==> config.mk <==
export PLATFORM = sky130hd
export DESIGN_NAME = regfile_mp
export DESIGN_NICKNAME = d
export VERILOG_FILES = /design/src/rtl/regfile_pkg.sv /design/src/rtl/regfile_scoreboard.sv /design/src/rtl/regfile_mp.sv
export SDC_FILE = /design/constraint.sdc
export NUM_CORES = 2
export LEC_CHECK = 0
export BUFFER_PORTS_ARGS = -buffer_cell sky130_fd_sc_hd__buf_2
export CAP_MARGIN = 20
export CORE_MARGIN = 2
export CORE_UTILIZATION = 55
export CTS_CLUSTER_DIAMETER = 50
export DETAILED_ROUTE_END_ITERATION = 8
export GPL_ROUTABILITY_DRIVEN = 1
export PLACE_DENSITY = 0.69
export RECOVER_POWER = 25
export SLEW_MARGIN = 25
export SYNTH_ARGS = -nofsm -noshare
export SYNTH_HDL_FRONTEND = slang
export SYNTH_SLANG_ARGS = --single-unit
export TNS_END_PERCENT = 20
==> constraint.sdc <==
create_clock -name clk_i -period 78.2 [get_ports clk_i]
set_input_delay 0 -clock clk_i [delete_from_list [all_inputs] [get_ports clk_i]]
set_output_delay 0 -clock clk_i [all_outputs]
set_load 0.02 [all_outputs]
==> src/rtl/regfile_pkg.sv <==
// Shared sizing defaults, helper function and basic types for the multi-port register file.
package regfile_pkg;

    function automatic int clog2(input int value);
        int r;
        r = 0;
        while ((1 << r) < value) begin
            r = r + 1;
        end
        return r;
    endfunction

    localparam int XLEN_D = 32;
    localparam int NREG_D = 32;
    localparam int AW_D   = clog2(NREG_D);

    typedef logic [AW_D-1:0]   reg_addr_t;
    typedef logic [XLEN_D-1:0] xlen_t;

endpackage

==> src/rtl/regfile_scoreboard.sv <==
// Per-register busy flags: issue sets a flag, writeback clears it, and issue wins on a tie.
module regfile_scoreboard
    import regfile_pkg::*;
#(
    parameter int NREG     = NREG_D,
    parameter int NWR      = 1,
    parameter int ZERO_REG = 1,
    localparam int AW      = clog2(NREG)
) (
    input  logic              clk_i,
    input  logic              rst_i,
    input  logic              iss_en_i,
    input  logic [AW-1:0]     iss_addr_i,
    input  logic [NWR-1:0]    wr_en_i,
    input  logic [NWR*AW-1:0] wr_addr_i,
    output logic [NREG-1:0]   busy_o
);

    logic [NREG-1:0] busy_q;
    logic [NREG-1:0] busy_d;
    logic [NREG-1:0] set_v;
    logic [NREG-1:0] clr_v;

    // A new producer supersedes the one being written back, so set dominates clear.
    always_comb begin
        set_v = '0;
        clr_v = '0;
        for (int r = 0; r < NREG; r++) begin
            set_v[r] = iss_en_i && (iss_addr_i == AW'(r));
            for (int p = 0; p < NWR; p++) begin
                if (wr_en_i[p] && (wr_addr_i[p*AW +: AW] == AW'(r))) begin
                    clr_v[r] = 1'b1;
                end
            end
        end
        if (ZERO_REG != 0) begin
            set_v[0] = 1'b0;
            clr_v[0] = 1'b0;
        end
        busy_d = set_v | (busy_q & ~clr_v);
    end

    always_ff @(posedge clk_i or posedge rst_i) begin
        if (rst_i) begin
            busy_q <= '0;
        end else begin
            busy_q <= busy_d;
        end
    end

    assign busy_o = busy_q;

endmodule

==> src/rtl/regfile_mp.sv <==
// Parametrised multi-port register file with optional write-to-read bypass and busy scoreboard.
module regfile_mp
    import regfile_pkg::*;
#(
    parameter int XLEN     = XLEN_D,
    parameter int NREG     = NREG_D,
    parameter int NRD      = 2,
    parameter int NWR      = 1,
    parameter int BYPASS   = 1,
    parameter int ZERO_REG = 1,
    localparam int AW      = clog2(NREG)
) (
    input  logic                clk_i,
    input  logic                rst_i,
    input  logic [NRD*AW-1:0]   rd_addr_i,
    output logic [NRD*XLEN-1:0] rd_data_o,
    output logic [NRD-1:0]      rd_busy_o,
    input  logic [NWR-1:0]      wr_en_i,
    input  logic [NWR*AW-1:0]   wr_addr_i,
    input  logic [NWR*XLEN-1:0] wr_data_i,
    input  logic                iss_en_i,
    input  logic [AW-1:0]       iss_addr_i,
    output logic [NREG-1:0]     busy_o
);

    logic [XLEN-1:0] regs_q [NREG];
    logic [XLEN-1:0] regs_d [NREG];

    // Ports are scanned in ascending order so the highest-index matching port wins.
    always_comb begin
        for (int r = 0; r < NREG; r++) begin
            regs_d[r] = regs_q[r];
            for (int p = 0; p < NWR; p++) begin
                if (wr_en_i[p] && (wr_addr_i[p*AW +: AW] == AW'(r))) begin
                    regs_d[r] = wr_data_i[p*XLEN +: XLEN];
                end
            end
        end
        if (ZERO_REG != 0) begin
            regs_d[0] = '0;
        end
    end

    always_ff @(posedge clk_i or posedge rst_i) begin
        if (rst_i) begin
            for (int r = 0; r < NREG; r++) begin
                regs_q[r] <= '0;
            end
        end else begin
            for (int r = 0; r < NREG; r++) begin
                regs_q[r] <= regs_d[r];
            end
        end
    end

    regfile_scoreboard #(
        .NREG     (NREG),
        .NWR      (NWR),
        .ZERO_REG (ZERO_REG)
    ) u_scoreboard (
        .clk_i      (clk_i),
        .rst_i      (rst_i),
        .iss_en_i   (iss_en_i),
        .iss_addr_i (iss_addr_i),
        .wr_en_i    (wr_en_i),
        .wr_addr_i  (wr_addr_i),
        .busy_o     (busy_o)
    );

    // Outputs are forced to zero while reset is held so in-flight bypass data never leaks out.
    always_comb begin
        rd_data_o = '0;
        rd_busy_o = '0;
        if (!rst_i) begin
            for (int k = 0; k < NRD; k++) begin
                rd_data_o[k*XLEN +: XLEN] = regs_q[rd_addr_i[k*AW +: AW]];
                rd_busy_o[k]              = busy_o[rd_addr_i[k*AW +: AW]];
                if (BYPASS != 0) begin
                    for (int p = 0; p < NWR; p++) begin
                        if (wr_en_i[p] && (wr_addr_i[p*AW +: AW] == rd_addr_i[k*AW +: AW])) begin
                            rd_data_o[k*XLEN +: XLEN] = wr_data_i[p*XLEN +: XLEN];
                            rd_busy_o[k]              = 1'b0;
                        end
                    end
                end
                if ((ZERO_REG != 0) && (rd_addr_i[k*AW +: AW] == '0)) begin
                    rd_data_o[k*XLEN +: XLEN] = '0;
                    rd_busy_o[k]              = 1'b0;
                end
            end
        end
    end

endmodule

# After elaboration in Yosys (flattened, before gate mapping)
# Cells that the tools add are included.
# classes
n_lt_le_gt_ge,4
eq_ne,64
n_mux,51
bitwise,5
reduce_logical,66
# ops
operator,count
32-bit binary-select mux with 5-bit select,2
32-bit 2-to-1 mux,8
5-bit equality test (second input constant),32
5-bit by 4-bit equality test with 1-bit output (second input constant),16
1-bit logical AND,64
64-bit 2-to-1 mux,1
5-bit by 3-bit equality test with 1-bit output (second input constant),8
1-bit 2-to-1 mux,37
32-bit bitwise AND,1
32-bit NOT,1
32-bit bitwise OR,1
5-bit by 2-bit equality test with 1-bit output (second input constant),4
6-bit greater-or-equal comparator (second input constant),2
5-bit by 6-bit < comparator with 1-bit output (second input constant),2
5-bit NOT with 6-bit output,2
1-bit binary-select mux with 5-bit select,2
5-bit by 1-bit equality test with 1-bit output (second input constant),2
5-bit equality test,2
5-bit logical NOT,2
2-bit 2-to-1 mux,1
# word_totals
reg_bits,1024
inputBits,56
out_inout_bits,98
word_cells,222

# Longest topological paths before layout
# logic_depth
ltp_word,7
ltp_mapped,10

# Hierarchy
# A second synthesis with hierarchy kept.
# hier_totals
hier_cells,3917
area_unflattened_um2,55517.0
# modules_own_cells
module,n_inst,cells_per_inst,area_each_um2
regfile_mp,1,3789,54208.2
regfile_scoreboard,1,128,1308.8

# Worst setup path after synthesis
# No wires, ideal clock.
# synth_timing
kind,input to output
from,input port rst_i
to,output port rd_busy_o[1]
arrival_time_ps,23559
required_time_ps,78200
setup_slack_ps,54641
cell_stages,3
cell_sequence,inv_1 -> and4_1 -> a21o_1
# synth_via
elab_chain_cells,1
# synth_lines
item,line_no,text
from (decl),regfile_mp.sv:14,"input logic rst_i,"
2-bit 2-to-1 mux,regfile_mp.sv:74,if (!rst_i) begin
to (decl),regfile_mp.sv:17,"output logic [NRD-1:0] rd_busy_o,"
# Every way passes these cells.

==> reports/results.ini <==
[drt]
vias=38398
totalWireLength_um=185000
ant_nets=0
drc=0
dr.pass1.iters=5
drtIter0Drc=4716
wl_per_cell_um=34.4
via_per_inst=7.15

[worst_setup_path]
worstSetupEndpointType=async pin
critPathMaxFanout=161
worstPathRequired_ns=78.92
startpoint_type=input port
critPathArrivalTime_ns=9.29
startpoint=rst_i
worstSetupPathType=input port to async pin
reg2reg_from=u_scoreboard.busy_o[3]

[timing]
rsz0062_at_grt=no
whs_ns=-0.0505
slew_headroom=-2.53
hold_violations=1
finalWorstPathRequiredPeriod_ns=8.57
fin_ws_ns=69.63
finalSetupTns_ns=0
fin_crit_sh=0.110
setup_viol=0
finalMaxSlewViolations=526
max_freq_mhz=117
tightest_slew_ns=5.27
clock-skew-final_ns=0

[synthesis]
synth_flop_cell=dfrtp_1
synth_top_family_by_area=multiplexers
synthCells=3893
syn_nets=3949
netlist_top_cells_count=mux2_2 (1065), dfrtp_1 (1023), mux4_2 (411)
synth_area_per_cell_um2=14.3
yosysWarnings=0
synth_top_area_frac=0.459
ys_types=64
synthSimpleGateAreaFrac=0.0263
yosysMostFrequentCell=mux2_2
yosys-top-cells-area=dfrtp_1 (46%), mux2_2 (22%), mux4_2 (17%), mux2i_1 (3.1%), clkbuf_1 (1.3%)
synthArstFlopShare=1.00
synth_compound_area_frac=0.0635
synth-seq-cells=1023
synth_fa_ha_area_frac=0
yosysSeqAreaShare=0.459
synth_edf_count=0
syn-cell-area_um2=55800
synth_top_area_cell=dfrtp_1
yosys.area_share.xor_xnor=0.00157
muxShareOfSynthArea=0.412

[placed_design]
gp_congestion=0.866
portBuffers=152
hpwlAfterDp_um=102000
dpl_worst_slack_ns=73.73

[clock_tree]
cts-root-buf=clkbuf_16
cts_buffers=134
clk_pin_slew_ns=0.05
cts_tree=yes
clock_sinks=1023
htreeDepth=4
cts_resized=0
worstSkewPairLatency_ns=0.73
clock_path_buffers=3
post-cts-setup-buffers=0

[global_routing]
grt_max_degree=162
antenna_found_initial=3
grt_overflow=0
grt_first_pass_wirelength_um=270000
track_usage=0.361
grt_pass1_vias=38409

[final_layout]
diodes=0
drive_gt1_frac=0.483
area_growth_syn_to_layout_pct=11.7
fillers=7609
layout.nets=3967
fin_util=0.621

[die]
die_area_um2=104000
dieWidth_um=322
core_um2=100000
pin_count=154
start_util=0.556
die_y_um=322
rows=116

[min_path]
hp-class=input port to register
holdCritStartpoint=wr_addr_i[3]

[power_and_ir_drop]
peakVddDrop_mv=0.0257
p_leak_nw=27.2
powerDensity_nw_per_um2=27.1
fin_total_pwr_mw=1.69

[run_status]
status=finished, violations left
violations=negative hold slack, max-capacitance violations, max-slew violations

[flow_run]
drv_cap=13

[layout make-up]
class,instances,area (um^2),share of cell area
flip-flops and latches,1023,25600,0.411
well taps,1357,1700,0.0273
multi-input cells,2439,28300,0.454
clock buffers,180,3810,0.0612
inverters,12,46.3,0.000743
repair buffers,301,2110,0.0339
clock inverters,60,769,0.0124
[per-stage QoR]
step	instances	cell area, um^2
2_1_floorplan	3893	55800
3_3_place_gp	5077	57300
3_5_place_dp	5078	57300
4_1_cts	5370	62400
5_1_grt	5372	62300
6_report	5372	62300
[layout by cell type, fill, tap and decap left out, types with 20 or more instances in the layout]
| master | Yosys | routed |
|---|---|---|
| o22ai_1 | 55 | 55 |
| mux2_2 | 1065 | 1065 |
| a21oi_1 | 39 | 38 |
| a22o_1 | 28 | 28 |
| o311a_1 | 20 | 20 |
| a211o_1 | 26 | 25 |
| a221oi_1 | 62 | 62 |
| nor2b_1 | 39 | 35 |
| nand2_1 | 83 | 79 |
| buf_4 | 32 | 84 |
| a211oi_1 | 52 | 52 |
| dlygate4sd3_1 | 0 | 52 |
| o21ai_0 | 72 | 71 |
| nor3_1 | 24 | 24 |
| clkbuf_16 | 0 | 140 |
| buf_2 | 128 | 111 |
| mux2i_1 | 174 | 174 |
| clkbuf_1 | 195 | 64 |
| nor2_1 | 73 | 62 |
| a22oi_1 | 46 | 46 |
| dfrtp_1 | 1023 | 1023 |
| mux4_2 | 411 | 411 |
[critical path, stage by stage]
cell,delay [ns]
dlygate4sd3_1,0.53
clkbuf_1,0.22
clkinvlp_2,2.99
clkbuf_1,2.71
buf_4,1.02
buf_12,0.67
buf_4,0.84
[kinds of logic (layout without fill, tap and decap cells)]
logic type / Yosys count / count (layout)
compound gates: 479 / 479
xor+xnor: 10 / 10
buf+inv: 431 / 553
flops: 1023 / 1023
mux: 1651 / 1651
other cells: 1 / 1
simple gates: 298 / 298
[final timing paths]
| path | to | slack [ns] | cells past startpoint |
|---|---|---|---|
| min reg2reg | regs_q[386] | 0.52 | 1 |
| max reg2reg | u_scoreboard.busy_o[3] | 76.85 | 2 |
| max | regs_q[665] | 69.63 | 7 |
| min | u_scoreboard.busy_o[5] | -0.05 | 4 |
| max in group clk_i | rd_busy_o[1] | 71.13 | 6 |
| min in group asynchronous | u_scoreboard.busy_o[14] | 1.62 | 3 |
[state kept, by name, summed over array words and instances, names as in the netlist]
| register | flops |
|---|---|
| regs_q | 992 |
| u_scoreboard.busy_o | 31 |
[routing by layer]
metal | track usage | routed length [um]
met4 | 0.159 | 8890
met2 | 0.544 | 84000
met1 | 0.499 | 73500
met5 | 0 | 39
met3 | 0.0902 | 18600
[power by group]
part           internal, mW  leakage [nW]  switching [mW]
clock network         0.390          2.24           0.245
logic                 0.193          11.9           0.143
registers             0.635          13.1          0.0795
total                  1.22          27.2           0.467
[what timing repair did]
item | 4_1_cts | 5_1_grt
hold endpoints to repair | 1136 | 0
hold buffers | 52 | 0
setup endpoints to repair | 0 | 0
(Power assumes the default switching activity.)
